File: config.mk
export PLATFORM = sky130hd
export DESIGN_NAME = axil_lbs_bridge
export DESIGN_NICKNAME = d
export VERILOG_FILES = /design/src/rtl/axil_lbs_bridge.sv
export SDC_FILE = /design/constraint.sdc
export NUM_CORES = 1
export LEC_CHECK = 0
export ABC_AREA = 1
export CELL_PAD_IN_SITES_DETAIL_PLACEMENT = 0
export CELL_PAD_IN_SITES_GLOBAL_PLACEMENT = 1
export CORE_MARGIN = 2
export CORE_UTILIZATION = 25
export CTS_BUF_LIST = sky130_fd_sc_hd__clkbuf_4
export CTS_CLUSTER_SIZE = 12
export DETAILED_ROUTE_END_ITERATION = 6
export PLACE_DENSITY = 0.75
export SYNTH_ARGS = -nofsm -noshare
export SYNTH_HDL_FRONTEND = slang
export SYNTH_SLANG_ARGS = --single-unit
export TNS_END_PERCENT = 20
File: constraint.sdc
create_clock -name clk -period 4.7 [get_ports clk]
set_input_delay 0.94 -clock clk [delete_from_list [all_inputs] [get_ports clk]]
set_output_delay 0.94 -clock clk [all_outputs]
set_load 0.005 [all_outputs]
File: src/rtl/axil_lbs_bridge.sv
// AXI4-Lite slave that turns register accesses into single-cycle local-bus strobes.
// One transaction in flight, fair read/write arbitration, and DECERR outside the address window.
module axil_lbs_bridge #(
  parameter int unsigned U_DLY      = 1,
  parameter logic [31:0] C_BASEADDR = 32'h0000_0000,
  parameter logic [31:0] C_HIGHADDR = 32'h0000_FFFF,
  parameter int unsigned LBS_AW     = 16,
  parameter int unsigned RD_LAT     = 2
) (
  input  logic              clk,
  input  logic              rst,
  input  logic              awvalid,
  output logic              awready,
  input  logic [31:0]       awaddr,
  input  logic              wvalid,
  output logic              wready,
  input  logic [31:0]       wdata,
  input  logic [3:0]        wstrb,
  output logic              bvalid,
  input  logic              bready,
  output logic [1:0]        bresp,
  input  logic              arvalid,
  output logic              arready,
  input  logic [31:0]       araddr,
  output logic              rvalid,
  input  logic              rready,
  output logic [31:0]       rdata,
  output logic [1:0]        rresp,
  output logic [LBS_AW-1:0] lbs_addr,
  output logic [31:0]       lbs_din,
  output logic [3:0]        lbs_be,
  output logic              lbs_we,
  output logic              lbs_re,
  input  logic [31:0]       lbs_dout
);

  // U_DLY is kept only so existing instantiations still elaborate; the flops carry no delay.
  if (RD_LAT > 15 || LBS_AW < 1 || LBS_AW > 30 || U_DLY > 1000) begin : g_bad_param
    $error("axil_lbs_bridge: parameter out of range");
  end

  localparam logic [1:0] RESP_OKAY   = 2'b00;
  localparam logic [1:0] RESP_DECERR = 2'b11;

  typedef enum logic [2:0] {
    IDLE,
    WSTB,
    WRSP,
    RSTB,
    RWAIT,
    RRSP
  } state_e;

  typedef enum logic {
    PRIO_W,
    PRIO_R
  } prio_e;

  state_e            state_q, state_d;
  prio_e             prio_q, prio_d;
  logic              hit_q, hit_d;
  logic [3:0]        cnt_q, cnt_d;
  logic [LBS_AW-1:0] lbs_addr_q, lbs_addr_d;
  logic [31:0]       lbs_din_q, lbs_din_d;
  logic [3:0]        lbs_be_q, lbs_be_d;
  logic              lbs_we_q, lbs_we_d;
  logic              lbs_re_q, lbs_re_d;
  logic              bvalid_q, bvalid_d;
  logic [1:0]        bresp_q, bresp_d;
  logic              rvalid_q, rvalid_d;
  logic [1:0]        rresp_q, rresp_d;
  logic [31:0]       rdata_q, rdata_d;

  logic idle;
  logic w_elig;
  logic grant_w;
  logic grant_r;

  // Window check works on word indices so the byte offset within a word never matters.
  function automatic logic in_window(input logic [29:0] word);
    return (word >= C_BASEADDR[31:2]) && (word <= C_HIGHADDR[31:2]);
  endfunction

  function automatic logic [LBS_AW-1:0] lbs_word(input logic [31:0] addr);
    logic [31:0] off;
    off = addr - C_BASEADDR;
    return LBS_AW'(off >> 2);
  endfunction

  assign idle    = (state_q == IDLE) && !rst;
  assign w_elig  = awvalid && wvalid;
  assign grant_w = idle && w_elig && (!arvalid || prio_q == PRIO_W);
  assign grant_r = idle && arvalid && (!w_elig || prio_q == PRIO_R);

  always_comb begin
    state_d    = state_q;
    prio_d     = prio_q;
    hit_d      = hit_q;
    cnt_d      = cnt_q;
    lbs_addr_d = lbs_addr_q;
    lbs_din_d  = lbs_din_q;
    lbs_be_d   = lbs_be_q;
    lbs_we_d   = 1'b0;
    lbs_re_d   = 1'b0;
    bvalid_d   = bvalid_q;
    bresp_d    = bresp_q;
    rvalid_d   = rvalid_q;
    rresp_d    = rresp_q;
    rdata_d    = rdata_q;

    case (state_q)
      IDLE: begin
        if (grant_w) begin
          state_d = WSTB;
          prio_d  = PRIO_R;
          hit_d   = in_window(awaddr[31:2]);
          if (in_window(awaddr[31:2])) begin
            lbs_addr_d = lbs_word(awaddr);
            lbs_din_d  = wdata;
            lbs_be_d   = wstrb;
            lbs_we_d   = 1'b1;
          end
        end else if (grant_r) begin
          state_d = RSTB;
          prio_d  = PRIO_W;
          hit_d   = in_window(araddr[31:2]);
          if (in_window(araddr[31:2])) begin
            lbs_addr_d = lbs_word(araddr);
            lbs_re_d   = 1'b1;
          end
        end
      end

      WSTB: begin
        state_d  = WRSP;
        bvalid_d = 1'b1;
        bresp_d  = hit_q ? RESP_OKAY : RESP_DECERR;
      end

      WRSP: begin
        if (bready) begin
          state_d  = IDLE;
          bvalid_d = 1'b0;
        end
      end

      RSTB: begin
        if (RD_LAT == 0) begin
          state_d  = RRSP;
          rvalid_d = 1'b1;
          rdata_d  = hit_q ? lbs_dout : '0;
          rresp_d  = hit_q ? RESP_OKAY : RESP_DECERR;
        end else begin
          state_d = RWAIT;
          cnt_d   = 4'(RD_LAT - 1);
        end
      end

      // Last RWAIT cycle is the one where lbs_dout is valid, so capture there.
      RWAIT: begin
        if (cnt_q == '0) begin
          state_d  = RRSP;
          rvalid_d = 1'b1;
          rdata_d  = hit_q ? lbs_dout : '0;
          rresp_d  = hit_q ? RESP_OKAY : RESP_DECERR;
        end else begin
          cnt_d = cnt_q - 4'd1;
        end
      end

      RRSP: begin
        if (rready) begin
          state_d  = IDLE;
          rvalid_d = 1'b0;
        end
      end

      default: state_d = IDLE;
    endcase
  end

  always_ff @(posedge clk or posedge rst) begin
    if (rst) begin
      state_q    <= IDLE;
      prio_q     <= PRIO_W;
      hit_q      <= 1'b0;
      cnt_q      <= '0;
      lbs_addr_q <= '0;
      lbs_din_q  <= '0;
      lbs_be_q   <= '0;
      lbs_we_q   <= 1'b0;
      lbs_re_q   <= 1'b0;
      bvalid_q   <= 1'b0;
      bresp_q    <= '0;
      rvalid_q   <= 1'b0;
      rresp_q    <= '0;
      rdata_q    <= '0;
    end else begin
      state_q    <= state_d;
      prio_q     <= prio_d;
      hit_q      <= hit_d;
      cnt_q      <= cnt_d;
      lbs_addr_q <= lbs_addr_d;
      lbs_din_q  <= lbs_din_d;
      lbs_be_q   <= lbs_be_d;
      lbs_we_q   <= lbs_we_d;
      lbs_re_q   <= lbs_re_d;
      bvalid_q   <= bvalid_d;
      bresp_q    <= bresp_d;
      rvalid_q   <= rvalid_d;
      rresp_q    <= rresp_d;
      rdata_q    <= rdata_d;
    end
  end

  assign awready  = grant_w;
  assign wready   = grant_w;
  assign arready  = grant_r;
  assign bvalid   = bvalid_q;
  assign bresp    = bresp_q;
  assign rvalid   = rvalid_q;
  assign rresp    = rresp_q;
  assign rdata    = rdata_q;
  assign lbs_addr = lbs_addr_q;
  assign lbs_din  = lbs_din_q;
  assign lbs_be   = lbs_be_q;
  assign lbs_we   = lbs_we_q;
  assign lbs_re   = lbs_re_q;

endmodule

==> results of run 1 <==
==> cell type report <==
class | instances | area, um2
fill | 1656 | 9750
clock buffer | 9 | 67.6
multi-input combinational | 319 | 1510
clock inverter | 6 | 55.1
antenna | 1 | 2.50
inverter | 18 | 76.3
tap | 220 | 275
sequential | 99 | 2480
timing repair buffer | 232 | 2310
==> layout by cell type (no fill, tap or decap), drive strengths merged <==
cell and instances:
a21boi 2, a21oi 2, a22o 32, buf 3
bufinv 1, clkbuf 9, clkdlybuf4s50 229, clkinv 4
clkinvlp 1, dfrtp 99, diode 1, ha 1
inv 18, nand2 207, nand3 29, nor2 37
nor3 1, nor3b 1, o21ai 5, o21bai 1
xor2 1
==> state kept, by name, summed over array words and instances, names as in the netlist, 3 cells and up <==
signal and count:
lbs_be 4, state_q 3, rdata 32, lbs_addr 16, lbs_din 32, cnt_q 4
==> synthesized netlist by cell type, types with 2 or more instances <==
master	count	area share (%)
nand2_1	204	18
dfrtp_1	99	59
nor2_1	33	3.0
a22o_1	32	6.7
nand3_1	25	3.0
inv_1	15	1.3
buf_2	13	1.6
buf_4	4	0.72
buf_6	4	1.1
o21ai_0	4	0.48
nand3_2	3	0.72
a21boi_0	2	0.36
a21oi_1	2	0.24
inv_2	2	0.18
nand2_4	2	0.54
nor2_2	2	0.30
==> metrics by stage <==
stage / hold WS [ns] / util, % / total power, mW / cells / setup WS (ns)
floorplan: 0.440 / - / 1.13 / 457 / 0.619
global placement: 0.453 / 40.2 / 1.32 / 888 / 1.27
detailed placement: 0.457 / 40.2 / 1.33 / 888 / 1.27
CTS: 0.494 / 41.0 / 1.78 / 903 / 1.26
global route: 0.515 / 41.0 / 1.86 / 904 / 1.19
finish: 0.489 / 41.0 / 1.75 / 904 / 1.27
==> cell families (layout without fill, tap and decap cells) <==
family                   count (synthesis)  after routing  share of synthesized area [%]
XOR/XNOR                                 1              1                          0.209
AND/OR/NAND/NOR                        275            275                           27.3
adder cells (fa/ha/maj)                  1              1                          0.298
flip-flops                              99             99                           59.0
other                                    0              1                              0
buffers and inverters                   39            265                           5.07
AO/OA/AOI/OAI                           42             42                           8.05
==> layer usage <==
metal,routed length [um],vias to the layer above,global-route usage [%]
li1,-,1906,-
met1,5220,1765,17.0
met2,5740,170,22.8
met3,861,19,3.42
met4,272,0,6.62
met5,0,-,0
==> path summary, 6_finish.rpt <==
| path | endpoint | slack [ns] | depth (start not counted) |
|---|---|---|---|
| max | wready | 1.27 | 5 |
| min | lbs_addr[9]$_DFFE_PP0P_ | 0.49 | 2 |
| max reg2reg | rdata[19]$_DFFE_PP0P_ | 2.52 | 6 |
| min reg2reg | lbs_addr[9]$_DFFE_PP0P_ | 0.49 | 2 |
| max in group asynchronous | rdata[13]$_DFFE_PP0P_ | 2.51 | 4 |
| min in group asynchronous | lbs_re$_DFF_PP0_ | 1.02 | 3 |
==> critical path, stage by stage <==
cell and delay (ns):
clkdlybuf4s50_1 0.44, nand2_1 0.10, nand3_2 0.14, nor2_8 0.31, clkdlybuf4s50_1 0.56
==> where the power goes <==
group	switching [mW]	internal, mW	total (mW)
Clock	0.281	0.156	0.437
Sequential	0.0319	0.891	0.922
Combinational	0.181	0.206	0.387
==> metrics.yaml, run 1 <==
synth-seq-cells: 99
ir_worst_vdd_uv: 142
critical_path_arrival_ns: 2.49
grt_overflow_total: 0
synth.avg_cell_area_um2: 9.18
clk_transition_reported_paths_ns: 0.15
number_of_top_level_design_ports: 234
fp-row-count: 47
syn_inst: 457
synth_nets: 597
detail_route.wirelength_mm: 12.1
clkSinkCount: 99
drt-vias-per-instance: 4.27
fmax_mhz: 291
critical_path.startpoint: "arvalid"
hp-class: "flop to flop"
start_kind: "primary input"
final_period_minus_worst_setup_slack_ns: 3.43
cts_repair_resized_insts: 0
design.core.area_mm2: 0.0165
detailed_place.area_mm2: 0.00665
power.leakage_nw: 3.25
gp_congestion: 0.775
slew-limit-headroom_pct: 29.6
floorplan.die.width_um: 134
power-per-cell-area_mw_per_mm2: 258
totalNegativeSetupSlack_ns: 0
hold_path_startpoint: "lbs_addr[9]$_DFFE_PP0P_"
number_of_vias_in_the_routed_layout: 3860
async_s_r_ff_share_synth_pct: 100
cp.required_ns: 3.76
final_max_slew_viol_count: 0
grt_start_max_net_pins: 60
tritoncts: "yes"
all_layer_gr_usage_pct: 13.8
global_route_wire_length_before_repair_mm: 19.7
synthDistinctLibCells: 27
maxCapViolCount: 0
tritoncts.num_buffers: 9
antenna_found_initial: 1
mappedNetlistArea_mm2: 0.00420
final_min_period_over_clock_period_pct: 73.1
skew_ns: 0.0220
status: "finished clean"
setup_repair_after_global_routing_missed_its_margin: "false"
cts_htree_levels: 3
synth-seq-area-share_pct: 59.0
detailed_route_iter0_violations: 97
port-buffer-count: 229
setup_viol: 0
grt_pass1_vias: 3912
post_route_ant_nets: 0
ys_dominant_reg_cell: "dfrtp_1"
timing_worst_setup_path_type: "primary input to output port"
ratio_of_cells_with_drive_above_1_in_the_final_layout_pct: 4.39
worst-path-max-fanout: 19
die_h_um: 134
initial_core_util_pct: 25.4
area_delta_synth_final_pct: 61.4
finalHoldViolations: 0
cts_setup_buffers: 0
synth_edf_count: 0
drt_first_pass_iters: 5
timing.critical_path.to_type: "output port"
post_cts_hold_buffer_count: 0
post-route-drc-count: 0
fin_nets: 819
full_die_area_mm2: 0.0178
cell_at_the_root_of_the_clock_tree: "clkbuf_4"
worst_skew_pair.late_latency_ns: 0.45
final_cell_area_mm2: 0.00678
timing_worst_slew_pin_value_ns: 1.05
place_hpwl_mm: 9.13
yosys_warnings: 0
r2r_start: "state_q[0]$_DFFE_PP0P_"
wl_per_cell_um: 13.4
max-clock-path-buffers: 2
Power figures use the tool's default switching activity.
==> run 2, diff against run 1 <==
==> constraint.sdc (replaced) <==
create_clock -name clk -period 2.7 [get_ports clk]
set_input_delay 0.54 -clock clk [delete_from_list [all_inputs] [get_ports clk]]
set_output_delay 0.54 -clock clk [all_outputs]
set_load 0.005 [all_outputs]
==> run 2 against run 1 <==
Cell count increased by 0.66%; clock-buffer cell count increased by 1; sequential share of layout area decreased by 0.54 points; highest routed layer unchanged; combinational power increased by 88%.
==> metrics.yaml, run 2 (same netlist as run 1, synthesis figures left out) <==
grt_overflow_total: 0
number_of_vias_in_the_routed_layout: 3847
status: "finished clean"
tritoncts.num_buffers: 9
port-buffer-count: 229
global_route_wire_length_before_repair_mm: 20.3
timing_worst_setup_path_type: "flop to output port"
final_period_minus_worst_setup_slack_ns: 2.57
cell_at_the_root_of_the_clock_tree: "clkbuf_4"
grt_start_max_net_pins: 55
hold_path_depth: 1
wp_buf_inv: 2
detailed_route_iter0_violations: 176
post-route-drc-count: 0
all_layer_gr_usage_pct: 14.1
power_frac_clock_pct: 23.7
design.core.area_mm2: 0.0165
power.leakage_nw: 3.29
n_antenna_cell: 0
p_comb_share_pct: 23.7
place_hpwl_mm: 9.11
worst-r2r-setup-slack_ns: 0.73
critPathTopFamily: "buffers and inverters"
antenna_found_initial: 0
start_kind: "flop"
dp_cells: 892
initial_core_util_pct: 25.4
skew_ns: 0.0237
detail_route.wirelength_mm: 12.3
clkSinkCount: 99
worstReg2RegEnd: "lbs_din[7]$_DFFE_PP0P_"
cts_htree_levels: 3
worst_skew_pair.late_latency_ns: 0.46
layout_common_cells: "clkdlybuf4s50_1, nand2_1, dfrtp_1"
worst-path-max-fanout: 5
gp_congestion: 0.766
power.share.sequential_pct: 52.6
timing_worst_slew_pin_value_ns: 0.697
cp.required_ns: 2.16
post_route_ant_nets: 0
floorplan.die.width_um: 134
setup_slack_ns: 0.132
setup_viol: 0
power-per-cell-area_mw_per_mm2: 445
timing.critical_path.slowest_cell_delay_ns: 0.52
fin_nets: 825
number_of_top_level_design_ports: 234
full_die_area_mm2: 0.0178
final_min_period_over_clock_period_pct: 95.1
timing.critical_path.slowest_stage_cell: "clkdlybuf4s50_1"
nFillCells: 1623
critical_path.startpoint: "state_q[1]$_DFFE_PP0P_"
slew-limit-headroom_pct: 53.6
ratio_of_cells_with_drive_above_1_in_the_final_layout_pct: 7.54
layout_utilization_pct: 41.6
ir_worst_vdd_uv: 198
grt_pass1_vias: 4055
setup_repair_after_global_routing_missed_its_margin: "false"
total_switching_power_uw: 915
timing.critical_path.to_type: "output port"
maxCapViolCount: 0
fp-row-count: 47
power_report.internal_total_mw: 2.14
area_delta_synth_final_pct: 64.0
hp-class: "flop to flop"
layout.cells.most_common: "clkdlybuf4s50_1"
max-clock-path-buffers: 2
final_max_slew_viol_count: 0
power.switching_fraction_pct: 29.9
fmax_mhz: 389
fin_cells: 910
r2r_start: "state_q[1]$_DFFE_PP0P_"
die_h_um: 134
tritoncts: "yes"
hold_path_startpoint: "cnt_q[0]$_DFFE_PP0P_"
wl_per_cell_um: 13.5
reg2regPathDepth: 9
crit_chain: "nor2_4, buf_4, nand3_2, nor2_8, clkdlybuf4s50_1"
drt_first_pass_iters: 5
finalHoldViolations: 0
whs_endpoint: "cnt_q[0]$_DFFE_PP0P_"
drt-vias-per-instance: 4.23
critical_path_arrival_ns: 2.03
post-place-ws_ns: 0.130
clk_transition_reported_paths_ns: 0.16
-- run 2: worst max-delay path by stage --
stage,end,slack (ns),cells past startpoint
after floorplan,wready,-0.51,5
after global placement,arready,0.11,6
after detailed placement,arready,0.13,6
after CTS,arready,0.02,6
after global routing,awready,0.03,5
final,awready,0.13,5
-- run 2: layer usage --
metal | track usage, % | share of wire [%]
met2 | 23.4 | 48
met5 | 0 | 0
met4 | 5.32 | 2.1
met3 | 3.81 | 6.5
met1 | 17.7 | 43
-- run 2: timing repair --
| item | 4_1_cts | 5_1_grt |
|---|---|---|
| endpoints found under the setup margin | 1 | 1 |
| buffers inserted | 1 | 1 |
| pin swaps | 0 | 1 |
| resized for setup | 0 | 5 |
| hold buffers | 0 | 0 |
-- run 2: power by group through the flow --
stage	Combinational [mW]	Sequential [mW]	Clock (mW)
after global placement	0.687	1.63	0
after global routing	0.818	1.62	0.835
final	0.726	1.61	0.725
after CTS	0.712	1.61	0.773
after detailed placement	0.694	1.64	0
after floorplan	0.343	1.63	0
-- run 2: layout make-up --
class / instances / area [um2] / share of cell area [%]
Multi-Input combinational cell: 319 / 1560 / 22.7
Clock buffer: 10 / 75.1 / 1.09
Clock inverter: 6 / 48.8 / 0.709
Tap cell: 220 / 275 / 4.00
Sequential cell: 99 / 2480 / 36.0
Timing Repair Buffer: 238 / 2360 / 34.3
Inverter: 18 / 76.3 / 1.11
-- run 2: metrics by stage --
stage / total power [mW] / hold slack [ns] / area [um2] / TNS (ns)
4_1_cts: 3.09 / 0.496 / 6860 / 0
2_1_floorplan: 1.97 / 0.440 / 4260 / -14.03
6_report: 3.06 / 0.489 / 6880 / 0
3_5_place_dp: 2.33 / 0.464 / 6730 / 0
5_1_grt: 3.27 / 0.511 / 6880 / 0
3_3_place_gp: 2.32 / 0.454 / 6730 / 0
